File: src/rtl/narrow_pkg.sv
// Shared types and constants for the 32->16 saturating narrower.
// Buffer state encoding and 16-bit saturation limits.
package narrow_pkg;

  typedef enum logic [1:0] {
    EMPTY = 2'd0,
    ONE   = 2'd1,
    TWO   = 2'd2
  } buf_state_e;

  localparam logic [15:0] SMAX16 = 16'h7FFF;
  localparam logic [15:0] SMIN16 = 16'h8000;
  localparam logic [15:0] UMAX16 = 16'hFFFF;

endpackage

File: src/rtl/sat_narrow_comb.sv
// Combinational narrowing of IN_W to OUT_W with saturation.
// Ports: in_data, in_signed -> data (narrowed), ovf (saturated).
module sat_narrow_comb #(
  parameter int IN_W  = 32,
  parameter int OUT_W = 16
) (
  input  logic [IN_W-1:0]  in_data,
  input  logic             in_signed,
  output logic [OUT_W-1:0] data,
  output logic             ovf
);

  localparam logic [OUT_W-1:0] SMAX =
    {1'b0, {(OUT_W-1){1'b1}}};
  localparam logic [OUT_W-1:0] SMIN =
    {1'b1, {(OUT_W-1){1'b0}}};
  localparam logic [OUT_W-1:0] UMAX =
    {OUT_W{1'b1}};

  logic [IN_W-OUT_W:0] s_top;
  logic                s_ok;
  logic                u_ok;

  // signed fits when the sign bit of the
  // result equals every discarded bit
  assign s_top = in_data[IN_W-1:OUT_W-1];
  assign s_ok  = (&s_top) | ~(|s_top);
  assign u_ok  = ~(|in_data[IN_W-1:OUT_W]);

  always_comb begin
    data = in_data[OUT_W-1:0];
    ovf  = 1'b0;
    unique case (1'b1)
      in_signed && !s_ok: begin
        ovf  = 1'b1;
        data = in_data[IN_W-1] ? SMIN : SMAX;
      end
      !in_signed && !u_ok: begin
        ovf  = 1'b1;
        data = UMAX;
      end
      default: ;
    endcase
  end

endmodule

File: src/rtl/narrow_sat.sv
// Saturating narrower with 2-entry output buffer and sat counter.
// Ports: in_* handshake in, out_* handshake out, clr_cnt/sat_cnt.
module narrow_sat
  import narrow_pkg::*;
#(
  parameter int IN_W  = 32,
  parameter int OUT_W = 16,
  parameter int CNT_W = 16
) (
  input  logic             clk,
  input  logic             rst_n,
  input  logic             in_valid,
  output logic             in_ready,
  input  logic [IN_W-1:0]  in_data,
  input  logic             in_signed,
  output logic             out_valid,
  input  logic             out_ready,
  output logic [OUT_W-1:0] out_data,
  output logic             out_ovf,
  input  logic             clr_cnt,
  output logic [CNT_W-1:0] sat_cnt
);

  logic [OUT_W-1:0] n_data;
  logic             n_ovf;

  sat_narrow_comb #(
    .IN_W  (IN_W),
    .OUT_W (OUT_W)
  ) u_narrow (
    .in_data   (in_data),
    .in_signed (in_signed),
    .data      (n_data),
    .ovf       (n_ovf)
  );

  buf_state_e       state_q, state_d;
  logic [OUT_W-1:0] d0_q, d0_d;
  logic [OUT_W-1:0] d1_q, d1_d;
  logic             o0_q, o0_d;
  logic             o1_q, o1_d;
  logic [CNT_W-1:0] cnt_q;
  logic             acc;
  logic             del;

  // ready/valid decode only registered state
  assign in_ready  = (state_q != TWO);
  assign out_valid = (state_q != EMPTY);
  assign out_data  = d0_q;
  assign out_ovf   = o0_q;
  assign sat_cnt   = cnt_q;

  assign acc = in_valid & in_ready;
  assign del = out_valid & out_ready;

  always_comb begin
    state_d = state_q;
    d0_d    = d0_q;
    d1_d    = d1_q;
    o0_d    = o0_q;
    o1_d    = o1_q;
    unique case (state_q)
      EMPTY: begin
        if (acc) begin
          d0_d    = n_data;
          o0_d    = n_ovf;
          state_d = ONE;
        end
      end
      ONE: begin
        unique case (1'b1)
          acc && del: begin
            d0_d = n_data;
            o0_d = n_ovf;
          end
          acc && !del: begin
            d1_d    = n_data;
            o1_d    = n_ovf;
            state_d = TWO;
          end
          !acc && del: state_d = EMPTY;
          default: ;
        endcase
      end
      TWO: begin
        if (del) begin
          d0_d    = d1_q;
          o0_d    = o1_q;
          state_d = ONE;
        end
      end
      default: state_d = EMPTY;
    endcase
  end

  always_ff @(posedge clk or negedge rst_n) begin
    if (!rst_n) begin
      state_q <= EMPTY;
      d0_q    <= '0;
      d1_q    <= '0;
      o0_q    <= 1'b0;
      o1_q    <= 1'b0;
    end else begin
      state_q <= state_d;
      d0_q    <= d0_d;
      d1_q    <= d1_d;
      o0_q    <= o0_d;
      o1_q    <= o1_d;
    end
  end

  // clear beats increment; count sticks at all-ones
  always_ff @(posedge clk or negedge rst_n) begin
    if (!rst_n) begin
      cnt_q <= '0;
    end else if (clr_cnt) begin
      cnt_q <= '0;
    end else if (del && o0_q && !(&cnt_q)) begin
      cnt_q <= cnt_q + 1'b1;
    end
  end

endmodule

File: config.mk
export PLATFORM = sky130hd
export DESIGN_NAME = narrow_sat
export DESIGN_NICKNAME = d
export VERILOG_FILES = /design/src/rtl/narrow_pkg.sv /design/src/rtl/sat_narrow_comb.sv /design/src/rtl/narrow_sat.sv
export SDC_FILE = /design/constraint.sdc
export NUM_CORES = 1
export LEC_CHECK = 0
export ABC_AREA = 1
export CAP_MARGIN = 30
export CELL_PAD_IN_SITES_DETAIL_PLACEMENT = 0
export CELL_PAD_IN_SITES_GLOBAL_PLACEMENT = 1
export CORE_MARGIN = 5
export CORE_UTILIZATION = 37
export CTS_BUF_LIST = sky130_fd_sc_hd__clkbuf_8
export DETAILED_ROUTE_END_ITERATION = 7
export PLACE_DENSITY_LB_ADDON = 0.1
export SETUP_SLACK_MARGIN = 0.3
export SYNTH_ARGS = -nofsm -noshare
export SYNTH_HDL_FRONTEND = slang
export SYNTH_HIERARCHICAL = 1
export SYNTH_SLANG_ARGS = --single-unit
File: constraint.sdc
create_clock -name clk -period 1.7 [get_ports clk]
set_input_delay 0.34 -clock clk [delete_from_list [all_inputs] [get_ports clk]]
set_output_delay 0.34 -clock clk [all_outputs]
set_load 0.02 [all_outputs]
==> insert_results.sql <==
INSERT INTO impl_metrics (metric_group, metric, value, unit) VALUES
('die', 'die_x', '101', 'um'),
('clock_network', 'holdBufCountCts', '0', ''),
('clock_network', 'clock_path_buffers', '2', ''),
('synth', 'yosysSeqAreaShare', '42.7', '%'),
('clock_network', 'clock_insertion_delay_worst_skew', '0.30', 'ns'),
('power', 'power.leakage', '2.60', 'nW'),
('synth', 'synth_area_per_cell', '7.65', 'um2'),
('placement', 'gp_congestion', '0.805', ''),
('clock_network', 'cts-buffers-inserted', '5', ''),
('power', 'comb_power_share', '44.6', '%'),
('setup_path', 'timing.rr.end', 'out_ovf$_DFFE_PN0P_', ''),
('sta', 'setup_viol', '0', ''),
('grt', 'vias_in_the_first_global_route', '3029', ''),
('detailed_routing', 'drc_errors', '0', ''),
('cells_and_area', 'post_route_cells_drive_above_1_share', '50.8', '%'),
('synth', 'post_syn_nets', '437', ''),
('sta', 'layout_worst_path_cycle_share', '93.4', '%'),
('synth', 'count_of_distinct_cell_types_in_the_synthesized_netlist', '30', ''),
('synth', 'postSynth.topFlopCell', 'sky130_fd_sc_hd__dfrtp_1', ''),
('outcome', 'run_status', 'finished clean', ''),
('detailed_routing', 'drt-initial-drc-count', '127', ''),
('detailed_routing', 'antenna_violating_nets_post_route', '0', ''),
('setup_path', 'reg2regPathDepth', '9', ''),
('setup_path', 'critPathLaunchType', 'register', ''),
('power', 'cell_pwr_density', '943', 'nW/um2'),
('detailed_routing', 'count_of_vias_placed_by_the_detailed_router', '3151', ''),
('detailed_routing', 'detail_route.wl_per_cell', '15.0', 'um'),
('clock_network', 'cts_htree_levels', '2', ''),
('setup_path', 'cp.arrival', '1.25', 'ns'),
('grt', 'global_route.usage.total', '17.9', '%'),
('synth', 'async_flop_share', '100', '%'),
('sta', 'fmaxAchievable', '629', 'MHz'),
('setup_path', 'worstSetupStartpoint', 'state_q[0]$_DFFE_PN0P_', ''),
('placement', 'dpl_worst_slack', '-0.358', 'ns'),
('synth', 'yosys_register_bits', '52', ''),
('sta', 'timing_hold_violations_final', '0', ''),
('power', 'netSwitchingFraction', '35.6', '%'),
('sta', 'relSlewSlack', '71.3', '%'),
('detailed_routing', 'route.detailed.vias_per_inst', '4.91', ''),
('die', 'floorplan.io_pins', '73', ''),
('sta', 'worst-slew-pin-transition', '0.430', 'ns'),
('power', 'clkPwrFrac', '18.1', '%'),
('die', 'starting_density_of_the_core', '37.4', '%'),
('synth', 'post_synth_instance_area', '3040', 'um2'),
('die', 'coreArea', '8130', 'um2'),
('die', 'die-height', '101', 'um'),
('synth', 'synth-edff-count', '0', ''),
('placement', 'place_hpwl', '5800', 'um'),
('power', 'cellInternalPower', '3.28', 'mW'),
('power', 'net-switching-power', '1.81', 'mW'),
('cells_and_area', 'insertedDiodeCount', '0', ''),
('clock_network', 'root_buffer', 'sky130_fd_sc_hd__clkbuf_8', ''),
('sta', 'tns', '0', 'ns'),
('cells_and_area', 'nFillCells', '631', ''),
('cells_and_area', 'synthToLayoutAreaGrowth', '77.3', '%'),
('setup_path', 'rr_startpoint', 'state_q[0]$_DFFE_PN0P_', ''),
('flow_run', 'max_cap_viol_count', '0', ''),
('grt', 'grt_antenna_before_repair', '0', ''),
('sta', 'worst_hold_slack', '0.00198', 'ns'),
('sta', 'setup_repair_after_global_routing_missed_its_margin', 'yes', ''),
('detailed_routing', 'drt_first_pass_iters', '4', ''),
('setup_path', 'worst-r2r-setup-slack', '0.13', 'ns'),
('clock_network', 'clk_transition_reported_paths', '0.10', 'ns'),
('sta', 'slew_violations', '0', ''),
('power', 'ir_drop', '0.000642', 'V'),
('power', 'seqPwrFrac', '37.2', '%'),
('clock_network', 'tritoncts_clock_tree', 'done', ''),
('sta', 'shortest_period_the_worst_path_allows', '1.59', 'ns'),
('detailed_routing', 'wl', '9660', 'um'),
('power', 'report.power.total', '5.09', 'mW'),
('setup_path', 'criticalPathCategory', 'register to output port', '');
[logic make-up (layout without fill, tap and decap cells)]
| group | count (synthesis) | in the layout | share of synthesized area (%) |
|---|---|---|---|
| and+or+nand+nor | 263 | 264 | 37.7 |
| DFF | 52 | 52 | 42.7 |
| xor gates and xnor gates | 3 | 3 | 0.863 |
| muxes | 17 | 17 | 6.29 |
| AOI/OAI and AO/OA | 24 | 24 | 5.88 |
| buffers and inverters | 38 | 176 | 6.08 |
| adders and majority gates | 1 | 1 | 0.411 |
[critical path, stage by stage, from the launching register on]
cell and delay [ns]:
sky130_fd_sc_hd__dfrtp_1 0.41, sky130_fd_sc_hd__buf_6 0.12, sky130_fd_sc_hd__buf_6 0.11, sky130_fd_sc_hd__nor2_4 0.12, sky130_fd_sc_hd__inv_2 0.06, sky130_fd_sc_hd__buf_6 0.13
[cell usage after synthesis, types with 2 or more instances]
master,count,area (um2)
sky130_fd_sc_hd__nor2_2,2,12.5
sky130_fd_sc_hd__o31ai_1,17,128
sky130_fd_sc_hd__nor2_4,4,45.0
sky130_fd_sc_hd__nand3b_1,3,22.5
sky130_fd_sc_hd__nand4_1,8,50.1
sky130_fd_sc_hd__nor2_1,83,312
sky130_fd_sc_hd__nand3_1,18,90.1
sky130_fd_sc_hd__mux2_2,17,191
sky130_fd_sc_hd__inv_1,26,97.6
sky130_fd_sc_hd__a21oi_1,2,10.0
sky130_fd_sc_hd__nand2_2,14,87.6
sky130_fd_sc_hd__buf_2,6,30.0
sky130_fd_sc_hd__dfrtp_1,52,1300
sky130_fd_sc_hd__nand2_1,127,477
sky130_fd_sc_hd__inv_2,2,7.51
sky130_fd_sc_hd__xor2_1,3,26.3
[registers in the layout, indices dropped and copies added (netlist names)]
name and cells:
d1_q 16, o1_q 1, out_data 16, out_ovf 1, sat_cnt 16, state_q 2
[through the flow]
step | instances | util (%) | area, um2
finish | 642 | 66.3 | 5400
global route | 642 | 66.3 | 5400
detailed placement | 591 | 50.5 | 4110
floorplan | 398 | - | 3070
global placement | 591 | 50.5 | 4110
CTS | 626 | 56.8 | 4620
[worst min-delay path by stage]
stage	depth (start not counted)	to	slack (ns)
after floorplan	0	d1_q[0]$_DFFE_PN0P_	0.04
after global placement	2	sat_cnt[2]$_DFFE_PN0P_	0.36
after detailed placement	2	sat_cnt[2]$_DFFE_PN0P_	0.36
after CTS	2	sat_cnt[4]$_DFFE_PN0P_	0.02
after global routing	2	sat_cnt[4]$_DFFE_PN0P_	0.03
final	2	sat_cnt[4]$_DFFE_PN0P_	0.002
[layout by cell type, fill, tap and decap left out, drive strengths merged, types with 3 or more instances in the layout]
cell           count
inv               28
clkdlybuf4s50     16
o31ai             17
clkbuf            21
dfrtp             52
mux2              17
clkdlybuf4s15      7
nand2            141
dlygate4sd2       10
xor2               3
nand3b             3
buf               91
nor2              90
nand3             21
nand4              8
[power groups by stage]
stage	Combinational [mW]	Sequential, mW	Clock, mW
5_1_grt	2.41	1.94	0.993
6_report	2.27	1.89	0.924
3_3_place_gp	1.49	1.82	0
2_1_floorplan	0.598	1.99	0
4_1_cts	1.74	1.80	0.947
3_5_place_dp	1.50	1.83	0
[area by class of cell]
type | count | area [um2] | area share [%]
timing repair buffer | 139 | 1440 | 26.7
clock buffer | 6 | 82.6 | 1.53
multi-input combinational | 309 | 2280 | 42.2
clock inverter | 2 | 38.8 | 0.719
tap | 105 | 131 | 2.43
sequential | 52 | 1320 | 24.4
inverter | 29 | 111 | 2.06
[what timing repair did]
action	in CTS	in global routing
buffers inserted	22	14
resized for setup	187	212
setup endpoints to repair	86	74
pin swaps	33	39
gates cloned	5	2
[routing by layer]
layer,track usage (%),up-vias,share of wire [%]
met5,0,-,0
met4,3.42,0,0.59
met3,2.63,4,4.2
met2,32.9,61,55
met1,22.4,1528,41
li1,-,1558,-
(Power assumes the default switching activity.)
